## src/rtl/apb_pkg.sv

```systemverilog
// Shared types and helpers for the core-bus to APB bridge and its lane aligner.
package apb_pkg;

    typedef enum logic [1:0] {
        IDLE,
        SETUP,
        ACCESS,
        ERR
    } apb_state_e;

    // RV32I load/store funct3 encodings
    localparam logic [2:0] F3_B  = 3'b000;
    localparam logic [2:0] F3_H  = 3'b001;
    localparam logic [2:0] F3_W  = 3'b010;
    localparam logic [2:0] F3_BU = 3'b100;
    localparam logic [2:0] F3_HU = 3'b101;

    function automatic logic is_illegal_f3(input logic [2:0] strb);
        return !(strb inside {F3_B, F3_H, F3_W, F3_BU, F3_HU});
    endfunction

    function automatic logic is_misaligned(input logic [2:0] strb, input logic [1:0] off);
        logic mis;
        mis = 1'b0;
        case (strb)
            F3_H, F3_HU: mis = off[0];
            F3_W:        mis = (off != 2'b00);
            default:     mis = 1'b0;
        endcase
        return mis;
    endfunction

endpackage

```

## src/rtl/apb_lane_align.sv

```systemverilog
// Byte-lane steering: store replication/strobes and load extract with sign/zero extension.
module apb_lane_align
    import apb_pkg::*;
(
    input  logic        we_i,
    input  logic [2:0]  strb_i,
    input  logic [1:0]  off_i,
    input  logic [31:0] wdata_i,
    input  logic [31:0] prdata_i,
    output logic [31:0] pwdata_o,
    output logic [3:0]  pstrb_o,
    output logic [31:0] rdata_o
);

    logic [31:0] shifted;
    logic        sext;

    always_comb begin
        shifted  = prdata_i >> {off_i, 3'b000};
        sext     = ~strb_i[2];
        pwdata_o = wdata_i;
        pstrb_o  = 4'b0000;
        rdata_o  = shifted;
        case (strb_i)
            F3_B, F3_BU: begin
                pwdata_o = {4{wdata_i[7:0]}};
                pstrb_o  = 4'b0001 << off_i;
                rdata_o  = {{24{sext & shifted[7]}}, shifted[7:0]};
            end
            F3_H, F3_HU: begin
                pwdata_o = {2{wdata_i[15:0]}};
                pstrb_o  = 4'b0011 << off_i;
                rdata_o  = {{16{sext & shifted[15]}}, shifted[15:0]};
            end
            F3_W: begin
                pwdata_o = wdata_i;
                pstrb_o  = 4'b1111;
                rdata_o  = shifted;
            end
            default: begin
                pstrb_o = 4'b0000;
            end
        endcase
        // Reads never assert byte strobes
        if (!we_i) begin
            pstrb_o = 4'b0000;
        end
    end

endmodule

```

## src/rtl/apb_master_bridge.sv

```systemverilog
// Core data bus to APB3 master: decode, SETUP/ACCESS sequencing, wait states and timeout.
module apb_master_bridge
    import apb_pkg::*;
#(
    parameter int unsigned NUM_SLAVES = 4,
    parameter logic [31:0] SLV_BASE   = 32'h1000_0000,
    parameter logic [31:0] SLV_SIZE   = 32'h0000_1000,
    parameter int unsigned TIMEOUT    = 255
) (
    input  logic                       clk,
    input  logic                       reset,
    input  logic                       transfer,
    input  logic                       busWe,
    input  logic [31:0]                busAddr,
    input  logic [31:0]                busWData,
    input  logic [2:0]                 strb,
    output logic [31:0]                busRData,
    output logic                       ready,
    output logic                       error,
    output logic [31:0]                PADDR,
    output logic                       PWRITE,
    output logic [31:0]                PWDATA,
    output logic [3:0]                 PSTRB,
    output logic [NUM_SLAVES-1:0]      PSEL,
    output logic                       PENABLE,
    input  logic [NUM_SLAVES*32-1:0]   PRDATA,
    input  logic [NUM_SLAVES-1:0]      PREADY
);

    localparam int unsigned IdxW     = (NUM_SLAVES > 1) ? $clog2(NUM_SLAVES) : 1;
    localparam int unsigned SizeLog2 = $clog2(SLV_SIZE);
    localparam int unsigned CntW     = (TIMEOUT > 1) ? $clog2(TIMEOUT) : 1;

    apb_state_e      state_q, state_d;
    logic [CntW-1:0] cnt_q, cnt_d;
    logic [31:0]     addr_q, wdata_q;
    logic            we_q;
    logic [2:0]      strb_q;
    logic [IdxW-1:0] idx_q;

    logic [32:0]     rel;
    logic [32:0]     idx_wide;
    logic            hit, bad, accept;
    logic [31:0]     prdata_k, ld_data;
    logic            pready_k, psel_en, ld_valid;

    // 33-bit subtract: a borrow into bit 32 means the address lies below the base
    always_comb begin
        rel      = {1'b0, busAddr} - {1'b0, SLV_BASE};
        idx_wide = rel >> SizeLog2;
        hit      = !rel[32] && (idx_wide < 33'(NUM_SLAVES));
        bad      = !hit || is_illegal_f3(strb) || is_misaligned(strb, busAddr[1:0]);
        accept   = (state_q == IDLE) && transfer;
    end

    always_ff @(posedge clk or posedge reset) begin
        if (reset) begin
            addr_q  <= '0;
            wdata_q <= '0;
            we_q    <= 1'b0;
            strb_q  <= '0;
            idx_q   <= '0;
        end else if (accept) begin
            addr_q  <= busAddr;
            wdata_q <= busWData;
            we_q    <= busWe;
            strb_q  <= strb;
            idx_q   <= idx_wide[IdxW-1:0];
        end
    end

    always_ff @(posedge clk or posedge reset) begin
        if (reset) begin
            state_q <= IDLE;
            cnt_q   <= '0;
        end else begin
            state_q <= state_d;
            cnt_q   <= cnt_d;
        end
    end

    always_comb begin
        prdata_k = '0;
        pready_k = 1'b0;
        for (int k = 0; k < NUM_SLAVES; k++) begin
            if (idx_q == IdxW'(k)) begin
                prdata_k = PRDATA[32*k +: 32];
                pready_k = PREADY[k];
            end
        end
    end

    apb_lane_align u_lane_align (
        .we_i     (we_q),
        .strb_i   (strb_q),
        .off_i    (addr_q[1:0]),
        .wdata_i  (wdata_q),
        .prdata_i (prdata_k),
        .pwdata_o (PWDATA),
        .pstrb_o  (PSTRB),
        .rdata_o  (ld_data)
    );

    assign PADDR  = addr_q;
    assign PWRITE = we_q;

    always_comb begin
        state_d  = state_q;
        cnt_d    = cnt_q;
        ready    = 1'b0;
        error    = 1'b0;
        PENABLE  = 1'b0;
        psel_en  = 1'b0;
        ld_valid = 1'b0;
        case (state_q)
            IDLE: begin
                if (transfer) begin
                    if (bad) begin
                        state_d = ERR;
                    end else begin
                        state_d = SETUP;
                        cnt_d   = '0;
                    end
                end
            end
            SETUP: begin
                psel_en = 1'b1;
                state_d = ACCESS;
            end
            ACCESS: begin
                psel_en = 1'b1;
                PENABLE = 1'b1;
                if (pready_k) begin
                    ready    = 1'b1;
                    ld_valid = 1'b1;
                    state_d  = IDLE;
                end else if (cnt_q == CntW'(TIMEOUT - 1)) begin
                    ready   = 1'b1;
                    error   = 1'b1;
                    state_d = IDLE;
                end else begin
                    cnt_d = cnt_q + CntW'(1);
                end
            end
            ERR: begin
                ready   = 1'b1;
                error   = 1'b1;
                state_d = IDLE;
            end
            default: begin
                state_d = IDLE;
            end
        endcase

        busRData = ld_valid ? ld_data : 32'h0;

        PSEL = '0;
        for (int k = 0; k < NUM_SLAVES; k++) begin
            PSEL[k] = psel_en && (idx_q == IdxW'(k));
        end
    end

endmodule

```

## config.mk

```make
export PLATFORM = sky130hd
export DESIGN_NAME = apb_master_bridge
export DESIGN_NICKNAME = d
export VERILOG_FILES = /design/src/rtl/apb_pkg.sv /design/src/rtl/apb_lane_align.sv /design/src/rtl/apb_master_bridge.sv
export SDC_FILE = /design/constraint.sdc
export NUM_CORES = 1
export LEC_CHECK = 0
export BUFFER_PORTS_ARGS = -buffer_cell sky130_fd_sc_hd__buf_2
export CORE_MARGIN = 2
export CORE_UTILIZATION = 30
export DETAILED_ROUTE_END_ITERATION = 7
export HOLD_SLACK_MARGIN = 0.03
export PLACE_DENSITY_LB_ADDON = 0.05
export SYNTH_ARGS = -nofsm -noshare
export SYNTH_HDL_FRONTEND = slang
export SYNTH_HIERARCHICAL = 1
export SYNTH_SLANG_ARGS = --single-unit
export TNS_END_PERCENT = 50
```

## constraint.sdc

```tcl
create_clock -name clk -period 4 [get_ports clk]
set_clock_uncertainty 0.15 [all_clocks]
set_input_delay 0.8 -clock clk [delete_from_list [all_inputs] [get_ports clk]]
set_output_delay 0.8 -clock clk [all_outputs]
set_load 0.05 [all_outputs]
```

* After elaboration in Yosys (flattened, before gate mapping)
Index checks and enable logic that the tools add are counted.
** Operators by class
- Reductions and logical operators :: 24
- Order comparisons :: 1
- Bitwise logic cells :: 3
- Multiplexer cells :: 33
- Shifts and indexed selects :: 3
- $add $sub $neg :: 2
- Equal/unequal tests :: 20
** Operators by type and width (number)
- $mux 32 :: 5
- $pmux 32 s2 :: 2
- $sub 32x29->33 const B :: 1
- $mux 8 :: 4
- $shr 32x5->32 :: 1
- $lt 21x3->1 const B :: 1
- $pmux 8 s2 :: 1
- $eq 3x3->1 const B :: 4
- $pmux 4 s3 :: 1
- $mux 1 :: 11
- $add 8x1->8 const B :: 1
- $eq 2x2->1 const B :: 4
- $eq 8x8->1 const B :: 1
- $mux 2 :: 4
- $ne 2x2->1 const B :: 4
- $pmux 2 s4 :: 1
- $reduce_or 2->1 :: 4
- $eq 3x1->1 const B :: 2
- $eq 3x2->1 const B :: 2
- $logic_and 1x1->1 :: 6
- $logic_not 3->1 :: 2
- $pmux 1 s2 :: 3
- $reduce_and 5->1 :: 1
- $reduce_bool 5->1 :: 1
- other kinds (12) :: 19
** Word-level totals
- Input bits :: 203
- Bits in registers :: 80
- Output and inout bits :: 108
- Word-level logic and storage cells :: 93

* Longest topological paths before layout
Gate-level depths: netlist of run 1.
- Word-level depth :: 9
- Depth in mapped cells :: 8
- Depth with buffers taken out :: 7

* Hierarchy
Netlist of run 1, hierarchy kept.
** By module, submodules not included
- apb_master_bridge :: times used 1, sequential area each 1951.9 um2, area each 4431.8 um2, cells an instance 325
- apb_lane_align :: times used 1, sequential area each 0.0 um2, area each 1298.7 um2, cells an instance 199

* Worst setup path before layout of run 1
No wires, ideal clock.
- Path type :: reg-to-output
- Start :: register, netlist name PADDR[12]
- End :: output port busRData[25]
- Setup slack :: 0.028 ns
- Stages on the path, launching flop included :: 9
- Arrival time :: 3.022 ns
- Cell sequence :: dfrtp_1 > buf_2 > buf_2 > mux4_2 > mux2_4 > a22oi_2 > buf_6 > nand3_1 > and3_1
** RTL lines
- end, declared :: line apb_master_bridge.sv:17 : output logic [31:0] busRData,

==> results.txt, run 1 <==
core area -> 0.0187 sq mm
relative slew slack -> 39.6%
#FFs+latches synth -> 78
Hold Path Depth -> 2
wire per inst -> 18.6 um
DRT antenna net count -> 0
Post-DP Area -> 0.00746 sq mm
PortBufs -> 310
syn_area_per_cell -> 10.9 sq um
vias in the first global route -> 5709
fraction of registers with async set/reset -> 100%
Worst R2R End -> cnt_q[4]
pins over their slew limit -> 0
H-tree level count -> 3
Most used DFF post-synth -> dfrtp_1
Skew-Pair Late Insertion Delay -> 330 ps
CP Class -> flip-flop to output pin
Hold Vio Cnt, Final -> 0
unrepaired setup endpoints after global routing -> false
hold_ws -> 341 ps
Initial Utilization -> 30.6%
number of synthesized flops with an enable pin -> 0
CP startpoint kind -> flip-flop
pwr/cell area -> 1050 mW/mm^2
setup TNS -> 0 ps
IO Pins -> 311
Worst Path Arrival -> 2850 ps
fin crit period -> 3800 ps
Max FO, Critical Path -> 15
Syn Nets -> 735
period utilization -> 95.0%
CP Data Required Time -> 3050 ps
# setup viols final -> 0
Iter 0 DRT Violations -> 158
Cell Area, Synth -> 0.00573 sq mm
status -> complete, no violations
DR DRC count -> 0
CTS tree -> built
hold path start -> PADDR[28]
Sink Count -> 78
Hold Crit Class -> flip-flop to flip-flop
DIE WIDTH -> 142 um
via count -> 5404
Post-DP HPWL -> 15.5 mm
CTS buffer count -> 9
DRT Pass-1 Iters -> 4
drt total wl -> 19.6 mm
pre-CTS WS -> 214 ps
GP Congestion -> 0.800
r2r worst-path depth -> 5
Vias/cell -> 5.11
Max Cap Viol -> 0
synthesis-to-finish area growth -> 36.3%
root buf cell -> clkbuf_16
Min-Delay Endpoint -> PADDR[28]
first-pass GRT wire length -> 30.4 mm
actual slew at the worst max-slew pin -> 906 ps
Seq/Total Area, Yosys -> 34.1%
global route overflow -> 0
flop-to-flop setup slack -> 1610 ps
LEAKAGE -> 3.98 nW
Worst-path clk slew -> 60 ps
ratio of cells with drive above 1 in the final layout -> 58.6%
final worst-path setup slack -> 202 ps
row count -> 50
Distinct cells, synth -> 61
Die Area -> 0.0202 sq mm
Ys Warns -> 6
initial antenna violation count -> 4
fin nets -> 1025
Synth Instances -> 524
RR Startpoint -> PADDR[13]
die span in y -> 142 um
worst vdd ir -> 0.678 mV
critical path capture point type -> output pin
fin area -> 0.00781 sq mm
Clock Path Buffers -> 2
Final Util -> 41.8%
Max Freq -> 0.263 GHz
Layout fillers -> 1875
largest net degree at the start of global routing -> 71
Global Route Usage Sum -> 19.1%
[layer usage]
layer	routed length [um]	global-route usage [%]	up-vias
li1	-	-	2541
met1	7860	22.6	2619
met2	9810	33.6	216
met3	1510	4.68	28
met4	461	6.79	0
met5	0	0	-
[cell type report]
cell class | instances | area, sq um | area share, %
multi-input cells | 386 | 3490 | 44.6
flip-flops and latches | 78 | 1960 | 25.1
well taps | 234 | 293 | 3.75
clock inverters | 5 | 82.6 | 1.06
inverters | 9 | 35.0 | 0.449
repair buffers | 330 | 1710 | 21.9
diodes | 4 | 10.0 | 0.128
clock buffers | 11 | 233 | 2.98
[critical path: stages (launching register included)]
cell,delay [ps]
dfrtp_4,600
mux4_2,630
mux2_2,360
a221oi_4,420
a21oi_1,90
and3_1,190
buf_2,210
[how the worst max path moves through the flow]
stage,start,endpoint,cells after the start
after floorplan,PADDR[12],busRData[25],8
after global placement,PRDATA[119],busRData[31],7
after detailed placement,PRDATA[119],busRData[19],7
after CTS,PADDR[13],busRData[19],6
after global routing,PADDR[12],busRData[13],7
final,PADDR[12],busRData[11],6
[sequential cells by signal, summed over array words and instances (netlist names)]
register / flops
cnt_q: 8
state_q: 2
PWRITE: 1
strb_q: 3
wdata_q: 32
PADDR: 32
[kinds of logic after synthesis]
logic type	count (synthesis)	share of synthesized area, %
simple gates	175	17.2
mux	133	32.4
flops	78	34.1
compound gates	69	9.30
buf+inv	60	5.13
fa+ha+maj	8	1.75
xor+xnor	1	0.153
[synth_stat cells, types with 2 or more instances]
| cell type | count | share of area (%) |
|---|---|---|
| buf_2 | 13 | 1.1 |
| o21a_1 | 4 | 0.52 |
| nand4_1 | 3 | 0.33 |
| mux2_2 | 83 | 16 |
| inv_1 | 9 | 0.59 |
| o21ai_0 | 10 | 0.87 |
| buf_6 | 2 | 0.39 |
| dfrtp_1 | 78 | 34 |
| nor4_1 | 2 | 0.22 |
| nor3_1 | 7 | 0.61 |
| mux2i_1 | 15 | 2.6 |
| nor2_1 | 9 | 0.59 |
| a21oi_1 | 19 | 1.7 |
| nand2_1 | 56 | 3.7 |
| nand3b_1 | 2 | 0.26 |
| nor2b_1 | 11 | 1.2 |
| buf_4 | 10 | 1.3 |
| ha_1 | 8 | 1.7 |
| a2bb2oi_1 | 7 | 1.1 |
| o211ai_1 | 2 | 0.26 |
| nor3b_1 | 3 | 0.39 |
| nand3_1 | 23 | 2.0 |
| nor4_4 | 2 | 0.74 |
| and3_1 | 41 | 4.5 |
| mux4_2 | 33 | 13 |
| a211o_1 | 5 | 0.76 |
| a211oi_1 | 7 | 0.92 |
| nand2b_1 | 2 | 0.22 |
| clkbuf_1 | 19 | 1.2 |
| a31oi_1 | 2 | 0.22 |
| buf_1 | 7 | 0.46 |
[stage by stage]
| step | cells | total power, W |
|---|---|---|
| floorplan | 524 | 0.00602 |
| global route | 1054 | 0.00873 |
| global placement | 1036 | 0.00730 |
| detailed placement | 1036 | 0.00737 |
| finish | 1057 | 0.00821 |
| CTS | 1052 | 0.00828 |
[report_power, final]
| group | total, W | switching [W] | internal (W) |
|---|---|---|---|
| Combinational | 0.00573 | 0.00380 | 0.00193 |
| Sequential | 0.00160 | 0.000417 | 0.00119 |
| Clock | 0.000877 | 0.000327 | 0.000549 |
[placed cells by master (no fill, tap or decap), types with 8 or more instances in the layout]
master / synthesis / layout
nand3_1: 23 / 23
o21ai_0: 10 / 10
and3_1: 41 / 41
mux4_2: 33 / 33
ha_1: 8 / 8
a21oi_1: 19 / 19
inv_1: 9 / 8
mux2i_1: 15 / 15
mux2_2: 83 / 83
dfrtp_1: 78 / 76
nor2_1: 9 / 9
clkbuf_16: 0 / 9
nand2_1: 56 / 55
buf_4: 10 / 19
buf_2: 13 / 310
nor2b_1: 11 / 11
[timing repair]
item | 4_1_cts | 5_1_grt
pin swaps | 0 | 1
endpoints found under the setup margin | 3 | 16
buffers inserted | 0 | 1
resized for setup | 1 | 1
hold buffers | 0 | 0
No activity file was read; power rests on OpenSTA's default activity.
==> run 2: changes to the inputs <==
--- a/config.mk
+++ b/config.mk
@@ -10,7 +10,7 @@
 export CORE_UTILIZATION = 30
 export DETAILED_ROUTE_END_ITERATION = 7
 export HOLD_SLACK_MARGIN = 0.03
-export PLACE_DENSITY_LB_ADDON = 0.05
+export PLACE_DENSITY = 0.58
 export SYNTH_ARGS = -nofsm -noshare
 export SYNTH_HDL_FRONTEND = slang
 export SYNTH_HIERARCHICAL = 1
==> results.txt, run 2 (synthesis gave the netlist of run 1 again) <==
root buf cell -> clkbuf_16
vias in the first global route -> 5329
Max Freq -> 0.260 GHz
IO Pins -> 311
post-route insts no fill -> 1053
first-pass GRT wire length -> 29.1 mm
CP startpoint kind -> flip-flop
Die Area -> 0.0202 sq mm
Post-DP Area -> 0.00747 sq mm
largest net degree at the start of global routing -> 79
period utilization -> 96.2%
Skew-Pair Late Insertion Delay -> 330 ps
Worst Path Arrival -> 2900 ps
Max Cap Viol -> 0
status -> complete, no violations
fin crit period -> 3850 ps
Hold Path Depth -> 2
Hold Crit Class -> flip-flop to flip-flop
CTS tree -> built
Hold-fix buffers, CTS -> 0
actual slew at the worst max-slew pin -> 892 ps
r2r worst-path depth -> 5
Worst-path clk slew -> 60 ps
# setup viols final -> 0
die span in y -> 142 um
Clock Path Buffers -> 2
Global Route Usage Sum -> 18.8%
synthesis-to-finish area growth -> 36.1%
CP Class -> flip-flop to output pin
Hold Vio Cnt, Final -> 0
Max FO, Critical Path -> 16
total power -> 0.00820 W
pins over their slew limit -> 0
setup TNS -> 0 ps
DRT Pass-1 Iters -> 4
H-tree level count -> 3
Post-DP HPWL -> 15.5 mm
pwr/cell area -> 1050 mW/mm^2
GP Congestion -> 0.771
DIE WIDTH -> 142 um
PortBufs -> 310
DR DRC count -> 0
Initial Utilization -> 30.6%
Vias/cell -> 5.04
core area -> 0.0187 sq mm
row count -> 50
critical path capture point type -> output pin
CTS buffer count -> 9
global route overflow -> 0
DRT antenna net count -> 0
CP Data Required Time -> 3050 ps
Sink Count -> 78
initial antenna violation count -> 6
most frequent cells in the layout -> buf_2 (310), mux2_2 (83), dfrtp_1 (76)
LEAKAGE -> 3.97 nW
commonest non-fill, non-tap cell in the layout -> buf_2
via count -> 5309
fin nets -> 1021
relative slew slack -> 40.5%
Placed Instances -> 1033
drt total wl -> 19.8 mm
unrepaired setup endpoints after global routing -> false
worst vdd ir -> 0.661 mV
Iter 0 DRT Violations -> 147
ratio of cells with drive above 1 in the final layout -> 58.4%
wire per inst -> 18.8 um
fin area -> 0.00780 sq mm
==> run 2: timing repair <==
item / in CTS / in global routing
gates resized for setup: 0 / 1
setup endpoints to repair: 0 / 21
buffers inserted: 0 / 0
==> run 2: power breakdown <==
part	switching, W	leakage (nW)	internal, W	total, W
clock	0.000317	0.153	0.000562	0.000879
sequential	0.000397	0.927	0.00119	0.00158
combinational	0.00382	2.89	0.00192	0.00574
==> run 2: cell type report <==
| cell class | instances | area [sq um] |
|---|---|---|
| fill | 1898 | 10900 |
| multi-input combinational | 386 | 3490 |
| sequential | 78 | 1960 |
| timing repair buffer | 326 | 1700 |
| tap | 234 | 293 |
| clock buffer | 12 | 246 |
| clock inverter | 3 | 68.8 |
| inverter | 9 | 35.0 |
| antenna | 5 | 12.5 |
==> run 2: through the flow <==
stage          util (%)  hold slack (ps)  worst slack (ps)
2_1_floorplan         -              324              28.0
3_3_place_gp       39.9              313               266
3_5_place_dp       39.9              321               270
4_1_cts            41.6              336              28.1
5_1_grt            41.7              355              8.07
6_report           41.7              335               150
==> run 2: critical path: stages (launching register included) <==
cell and delay [ps]:
dfrtp_4 600, mux4_2 570, mux2_4 350, a32oi_4 470, nand3_1 170, and3_1 200
buf_2 200
==> run 2: routing by layer <==
metal / share of wire (%) / global-route usage (%) / vias up
met1: 39 / 20.9 / 2532
met3: 7.4 / 4.48 / 16
met4: 1.4 / 5.63 / 2
met2: 53 / 35.3 / 225
met5: 0.066 / 0 / -
li1: - / - / 2534
==> run 2: final timing paths <==
path	from	to	slack [ps]
worst max-delay path	PADDR[12]	busRData[22]	150
worst min-delay path	PADDR[28]	PADDR[28]	340
worst max register to register	PADDR[13]	cnt_q[5]	1620
worst min register to register	PADDR[28]	PADDR[28]	340
max in group asynchronous	reset	wdata_q[29]	2950
min in group asynchronous	reset	PADDR[27]	400
